--- src/rtl/ps2_receiver.sv ---
// ps2_receiver: recovers bytes from raw PS/2 keyboard clock/data pins.
// Synchronises both pins, glitch-filters the clock, deframes the 11-bit
// frame (start, 8 data LSB first, odd parity, stop), and aborts stalled
// frames after TIMEOUT clk cycles without a falling edge.
//
// Ports:
//   clk      system clock
//   reset    asynchronous, active-high reset
//   ps2_clk  raw PS/2 clock pin (idle high)
//   ps2_data raw PS/2 data pin (idle high)
//   data     last correctly received byte, held between frames
//   valid    one-cycle pulse, data carries the new byte in the same cycle
//   error    one-cycle pulse on parity error, stop-bit error or timeout
//   busy     high while a frame is in progress
module ps2_receiver #(
  parameter int unsigned FILTER_LEN = 8,
  parameter int unsigned TIMEOUT    = 50000
) (
  input  logic       clk,
  input  logic       reset,
  input  logic       ps2_clk,
  input  logic       ps2_data,
  output logic [7:0] data,
  output logic       valid,
  output logic       error,
  output logic       busy
);

  localparam int unsigned TO_W    = (TIMEOUT > 1) ? $clog2(TIMEOUT) : 1;
  localparam int unsigned SHIFT_W = 10;

  typedef enum logic {IDLE, RECV} state_t;

  logic                  clk_s1, clk_s2;
  logic                  data_s1, data_s2;
  logic [FILTER_LEN-1:0] filt_sr;
  logic                  clk_f, clk_f_d;
  logic                  fe;

  state_t                state_q, state_d;
  logic [3:0]            bit_cnt_q, bit_cnt_d;
  logic [SHIFT_W-1:0]    shift_q, shift_d;
  logic [TO_W-1:0]       to_cnt_q, to_cnt_d;
  logic [7:0]            data_q, data_d;
  logic                  valid_q, valid_d;
  logic                  error_q, error_d;
  logic                  busy_q, busy_d;

  // Pin synchronisers, clock filter and edge-detect history
  always_ff @(posedge clk or posedge reset) begin
    if (reset) begin
      clk_s1  <= 1'b1;
      clk_s2  <= 1'b1;
      data_s1 <= 1'b1;
      data_s2 <= 1'b1;
      filt_sr <= '1;
      clk_f   <= 1'b1;
      clk_f_d <= 1'b1;
    end else begin
      clk_s1  <= ps2_clk;
      clk_s2  <= clk_s1;
      data_s1 <= ps2_data;
      data_s2 <= data_s1;
      filt_sr <= {filt_sr[FILTER_LEN-2:0], clk_s2};
      // Level only changes on a full run of identical samples
      if (~|filt_sr)
        clk_f <= 1'b0;
      else if (&filt_sr)
        clk_f <= 1'b1;
      clk_f_d <= clk_f;
    end
  end

  assign fe = ~clk_f & clk_f_d;

  // State and datapath registers
  always_ff @(posedge clk or posedge reset) begin
    if (reset) begin
      state_q   <= IDLE;
      bit_cnt_q <= '0;
      shift_q   <= '0;
      to_cnt_q  <= '0;
      data_q    <= '0;
      valid_q   <= 1'b0;
      error_q   <= 1'b0;
      busy_q    <= 1'b0;
    end else begin
      state_q   <= state_d;
      bit_cnt_q <= bit_cnt_d;
      shift_q   <= shift_d;
      to_cnt_q  <= to_cnt_d;
      data_q    <= data_d;
      valid_q   <= valid_d;
      error_q   <= error_d;
      busy_q    <= busy_d;
    end
  end

  // Next-state and output logic
  always_comb begin
    state_d   = state_q;
    bit_cnt_d = bit_cnt_q;
    shift_d   = shift_q;
    to_cnt_d  = to_cnt_q;
    data_d    = data_q;
    valid_d   = 1'b0;
    error_d   = 1'b0;

    case (state_q)
      IDLE: begin
        to_cnt_d = '0;
        if (fe && !data_s2) begin
          state_d   = RECV;
          bit_cnt_d = 4'd1;
        end
      end

      RECV: begin
        if (fe) begin
          // New bits enter at the MSB so bit 1 ends up in shift[0]
          shift_d   = {data_s2, shift_q[SHIFT_W-1:1]};
          bit_cnt_d = bit_cnt_q + 4'd1;
          to_cnt_d  = '0;
          if (bit_cnt_q == 4'd10) begin
            state_d   = IDLE;
            bit_cnt_d = '0;
            if ((^shift_d[8:0]) && shift_d[9]) begin
              data_d  = shift_d[7:0];
              valid_d = 1'b1;
            end else begin
              error_d = 1'b1;
            end
          end
        end else if (to_cnt_q == TO_W'(TIMEOUT - 1)) begin
          state_d   = IDLE;
          bit_cnt_d = '0;
          to_cnt_d  = '0;
          error_d   = 1'b1;
        end else begin
          to_cnt_d = to_cnt_q + TO_W'(1);
        end
      end

      default: begin
        state_d = IDLE;
      end
    endcase

    busy_d = (state_d == RECV);
  end

  assign data  = data_q;
  assign valid = valid_q;
  assign error = error_q;
  assign busy  = busy_q;

endmodule

--- config.mk ---
export PLATFORM = sky130hd
export DESIGN_NAME = ps2_receiver
export DESIGN_NICKNAME = d
export VERILOG_FILES = /design/src/rtl/ps2_receiver.sv
export SDC_FILE = /design/constraint.sdc
export NUM_CORES = 1
export LEC_CHECK = 0
export BUFFER_PORTS_ARGS = -buffer_cell sky130_fd_sc_hd__buf_2
export CAP_MARGIN = 20
export CORE_MARGIN = 8
export CORE_UTILIZATION = 35
export CTS_BUF_LIST = sky130_fd_sc_hd__clkbuf_4 sky130_fd_sc_hd__clkbuf_8
export DETAILED_ROUTE_END_ITERATION = 10
export REMOVE_ABC_BUFFERS = 1
export SLEW_MARGIN = 20
export SYNTH_ARGS = -nofsm -noshare
export SYNTH_HDL_FRONTEND = slang
export SYNTH_SLANG_ARGS = --single-unit
--- constraint.sdc ---
create_clock -name clk -period 4.9 [get_ports clk]
set_input_delay 0 -clock clk [delete_from_list [all_inputs] [get_ports clk]]
set_output_delay 0 -clock clk [all_outputs]
set_load 0.02 [all_outputs]
Yosys cells after proc, flatten, opt, wreduce, memory -nomap -nowiden --
Index checks and enable logic that the tools add are counted.
Operators by class: add/subtract/negate cells 2, divide/modulo/power cells 0, mux-type cells 24, bitwise operators 3, reduce and logical (&&, ||, !) cells 9, equal/unequal tests 5, multiply operators 0, shift operators 0, magnitude comparators 0
Operators by type and width (number):
- $mux W16 | 2
- $pmux W16 S2 | 1
- $add A16 B1 Y16 const B | 1
- $eq A16 B16 Y1 const B | 1
- $mux W4 | 4
- $mux W1 | 15
- $reduce_xor A9 Y1 | 1
- $pmux W4 S2 | 1
- $reduce_and A8 Y1 | 1
- $reduce_or A8 Y1 | 1
- $add A4 B1 Y4 const B | 1
- $eq A4 B4 Y1 const B | 1
- $reduce_and A2 Y1 | 2
- $reduce_and A4 Y1 | 1
- $ne A3 B2 Y1 const B | 1
- $logic_and A1 B1 Y1 | 2
- $ne A2 B1 Y1 const B | 1
- $ne A2 B2 Y1 const B | 1
- $not A1 Y1 | 2
- $pmux W1 S2 | 1
- $and A1 B1 Y1 | 1
- $logic_not A1 Y1 | 1
Storage, ports and cells: ROM bits 0, memory bits (writable) 0, bits in latches 0, output and inout bits 11, bits in registers 55, memories kept 0

Longest topological paths before layout --
word-level depth 6, gate-level depth with buffers 7

Worst setup path after synthesis --
OpenSTA, ideal clock, no wires.
path kind flip-flop to flip-flop, from reg to_cnt_q[12], to reg bit_cnt_q[2], library setup time 0.124 ns, required time 4.776 ns, slack 3.037 ns, arrival time 1.739 ns, cell stages (with the launch flop) 6, clock period less this slack 1.863 ns, buffers on the path 0, cell sequence dfrtp_1 or4_1 nor4_1 a21oi_1 o21bai_4 a211o_1
Between the ends: cells in the longest elaborated chain, start to end 3
Ends and longest elaborated chain:
- start: declaration | line 43 | logic [TO_W-1:0] to_cnt_q, to_cnt_d;
- start signal: assignment | line 91 | to_cnt_q <= to_cnt_d;
- $eq A16 B16 Y1 | line 134 | end else if (to_cnt_q == TO_W'(TIMEOUT - 1)) begin
- $ne A3 B2 Y1 (no line)
- $reduce_and A2 Y1 (no line)
- end signal: assignment | line 89 | bit_cnt_q <= bit_cnt_d;
- end: declaration | line 41 | logic [3:0] bit_cnt_q, bit_cnt_d;
No other way between the ends. A chain may end at the register's enable or synchronous reset.

Final worst setup path --
from reg clk_f_d, to reg data_q[1] (netlist: data[1])
Between the ends: cells in the longest elaborated chain, start to end 2
Ends and longest elaborated chain:
- start: declaration | line 37 | logic clk_f, clk_f_d;
- start signal: assignment | line 70 | clk_f_d <= clk_f;
- $and A1 B1 Y1 | line 74 | assign fe = ~clk_f & clk_f_d;
- $reduce_and A4 Y1 (no line)
- end signal: assignment | line 92 | data_q <= data_d;
- end: declaration | line 44 | logic [7:0] data_q, data_d;
No other way between the ends.

==> results_dict.tcl <==
set metrics [dict create \
    status "completed" \
    path_max_fanout 12 \
    slew_violations 0 \
    gp_congestion 0.763 \
    synth_compound_area_share_pct 4.46 \
    antenna_found_initial 0 \
    clk_latency_ns 0.31 \
    post_cts_buffers 0 \
    worst_pin_slew_ns 0.654 \
    grt_pass1_wl_mm 6.39 \
    async_flop_share_pct 100 \
    io_pins 15 \
    vias 1319 \
    rows 29 \
    cts_root_buf "clkbuf_8" \
    clk_path_buf_depth 2 \
    arrival_ns 2.33 \
    cts_buffers 5 \
    ys_top_cells_by_area "dfrtp_1 45%, dfstp_2 16%, mux2_2 8.5%, xor2_1 4.3%, nor2_1 3.7%" \
    grt_overflow 0 \
    num_antenna_cells 0 \
    cts_tree "yes" \
    syn2layout_area_growth_pct 12.7 \
    path_clk_slew_ns 0.09 \
    muxShareOfSynthArea_pct 8.53 \
    detail-route-antenna-nets 0 \
    htreeDepth 2 \
    ys_types 34 \
    tns_ns 0 \
    whs_ns 0.338 \
    dpl.cell_count 267 \
    maxCapViolations 0 \
    first_pass_iters 4 \
    grt_max_degree 55 \
    first_global_vias 1359 \
    synth-seq-cells 54 \
    pre_cts_ws_ns 2.71 \
    synthFlopType "dfrtp_1" \
    wirelength_mm 3.61 \
    yosysSeqAreaShare_pct 61.0 \
    synth_xor_area_share_pct 8.81 \
    dp_hpwl_mm 2.38 \
    die_y_microns 96.1 \
    synth_top_family_by_area "simple AND/OR/NAND/NOR gates" \
    finalNetCount 207 \
    drt_iter0_drc 43 \
    powerDensity_nw_per_um2 297 \
    fmax_ghz 0.468 \
    die_w_microns 96.1 \
    synth_edf_count 0 \
    end_kind "flip-flop" \
    core_area_sq_um 6280 \
    synth_top_area_share_pct 44.6 \
    crit_slowest_cell "dfstp_2" \
    hold_viol 0 \
    min_period_over_period_pct 43.6 \
    start_util_pct 35.7 \
    syn_area_per_cell_sq_um 12.6 \
    rsz0062_at_grt "false" \
    stdcell_count 278 \
    setup_ws_ns 2.76 \
    start_kind "flip-flop" \
    wl_per_cell_microns 13.0 \
    ir_worst_vdd_mv 0.176 \
    drive_gt1_share_pct 28.4 \
    slowest_delay_ns 0.53 \
    hold_path.class "input port to flip-flop" \
    vias_per_cell 4.74 \
    synth-simple-area-share_pct 14.2 \
    synth_fa_ha_area_share_pct 1.67 \
    yosysMostFrequentCell "dfrtp_1" \
    syn_area_sq_um 2240 \
    grt_usage_pct 8.79 \
    cts.sinks 54 \
    yosysTopAreaCell "dfrtp_1" \
    yosys_warnings 0 \
    cp_cell_sequence "nor2b_1, nand2_1, nor2_1, nand3_2, mux2_2" \
    synthCells 178 \
    fin_worst_skew_ns 0.0121 \
    slew_headroom_pct 56.4 \
    drc_errors 0 \
    setup_viol 0 \
    leakage_uw 0.00117 \
    crit_required_ns 5.09 \
    layout_min_cycle_time_ns 2.14 \
    yosys-top-cells-count "40 x dfrtp_1, 22 x nor2_1, 17 x mux2_2" \
    io_buffers 14 \
    cts.repair.resized 0 \
    die_area_sq_um 9230 \
    worstSetupPathType "flip-flop to flip-flop" \
]
## metal layers
metal  vias to the layer above  share of wire [%]  global-route usage (%)
met1                       642                 50                    11.4
met3                         4                3.2                    3.12
li1                        656                  -                       -
met2                        17                 46                    12.9
met4                         0                1.4                    3.84
met5                         -                  0                       0
## logic make-up after synthesis
logic type,after synthesis
xor gates and xnor gates,21
AOI/OAI and AO/OA,12
muxes,17
and+or+nand+nor,64
DFF,54
buffers and inverters,7
adders and majority gates,3
## final timing paths
kind | depth (start not counted) | from | to | slack [ns]
setup / recovery | 5 | clk_f_d$_DFF_PP1_ | data[1]$_DFFE_PP0P_ | 2.76
hold / removal | 2 | ps2_clk | clk_s1$_DFF_PP1_ | 0.34
setup reg to reg | 5 | clk_f_d$_DFF_PP1_ | data[1]$_DFFE_PP0P_ | 2.76
hold reg to reg | 0 | clk_s2$_DFF_PP1_ | filt_sr[0]$_DFF_PP1_ | 0.36
max in group asynchronous | 4 | reset | to_cnt_q[14]$_DFF_PP0_ | 4.05
min in group asynchronous | 4 | reset | error$_DFF_PP0_ | 0.41
## flip-flops by register name, indices dropped and copies added (netlist names), 4 cells and up
register / flops
filt_sr: 8
bit_cnt_q: 4
data: 8
shift_q: 9
to_cnt_q: 16
## timing repair
item	CTS	global route
setup endpoints to repair	0	0
endpoints found under the hold margin	42	0
hold buffers	3	0
## metrics by stage
stage	total power [uW]	utilization [%]	instance area, sq um
global route	792	40.3	2530
finish	752	40.3	2530
detailed placement	503	38.3	2400
floorplan	492	-	2230
global placement	503	38.3	2400
CTS	769	40.3	2530
## cell usage in the layout, fill, tap and decap left out, drive strengths merged, types with 3 or more instances in the layout
| cell type | count |
|---|---|
| dlygate4sd3 | 3 |
| nor3b | 3 |
| xnor2 | 9 |
| xor2 | 11 |
| nand4 | 3 |
| mux2 | 17 |
| nor3 | 5 |
| nand3 | 9 |
| dfstp | 14 |
| buf | 15 |
| nand2 | 10 |
| dfrtp | 40 |
| nor2 | 22 |
| clkbuf | 6 |
| ha | 3 |
| inv | 6 |
## where the power goes
| part | switching, uW | internal, uW | leakage [uW] |
|---|---|---|---|
| logic | 19.4 | 8.37 | 0.000418 |
| clock network | 146 | 110 | 0.0000496 |
| registers | 9.35 | 458 | 0.000704 |
| total | 174 | 577 | 0.00117 |
## area by class of cell
| class | instances | area [sq um] |
|---|---|---|
| Tap cell | 77 | 96.3 |
| Sequential cell | 54 | 1370 |
| Clock buffer | 6 | 76.3 |
| Clock inverter | 2 | 17.5 |
| Multi-Input combinational cell | 117 | 846 |
| Timing Repair Buffer | 18 | 108 |
| Inverter | 4 | 15.0 |
| Fill cell | 599 | 3750 |
## worst max-delay path, delay by kind of cell, from the launching register on
kind	cells	cell delay (ns)
muxes	1	0.34
DFF	1	0.53
and+or+nand+nor	4	1.15
Note: power is estimated with default switching activity, not from simulation.
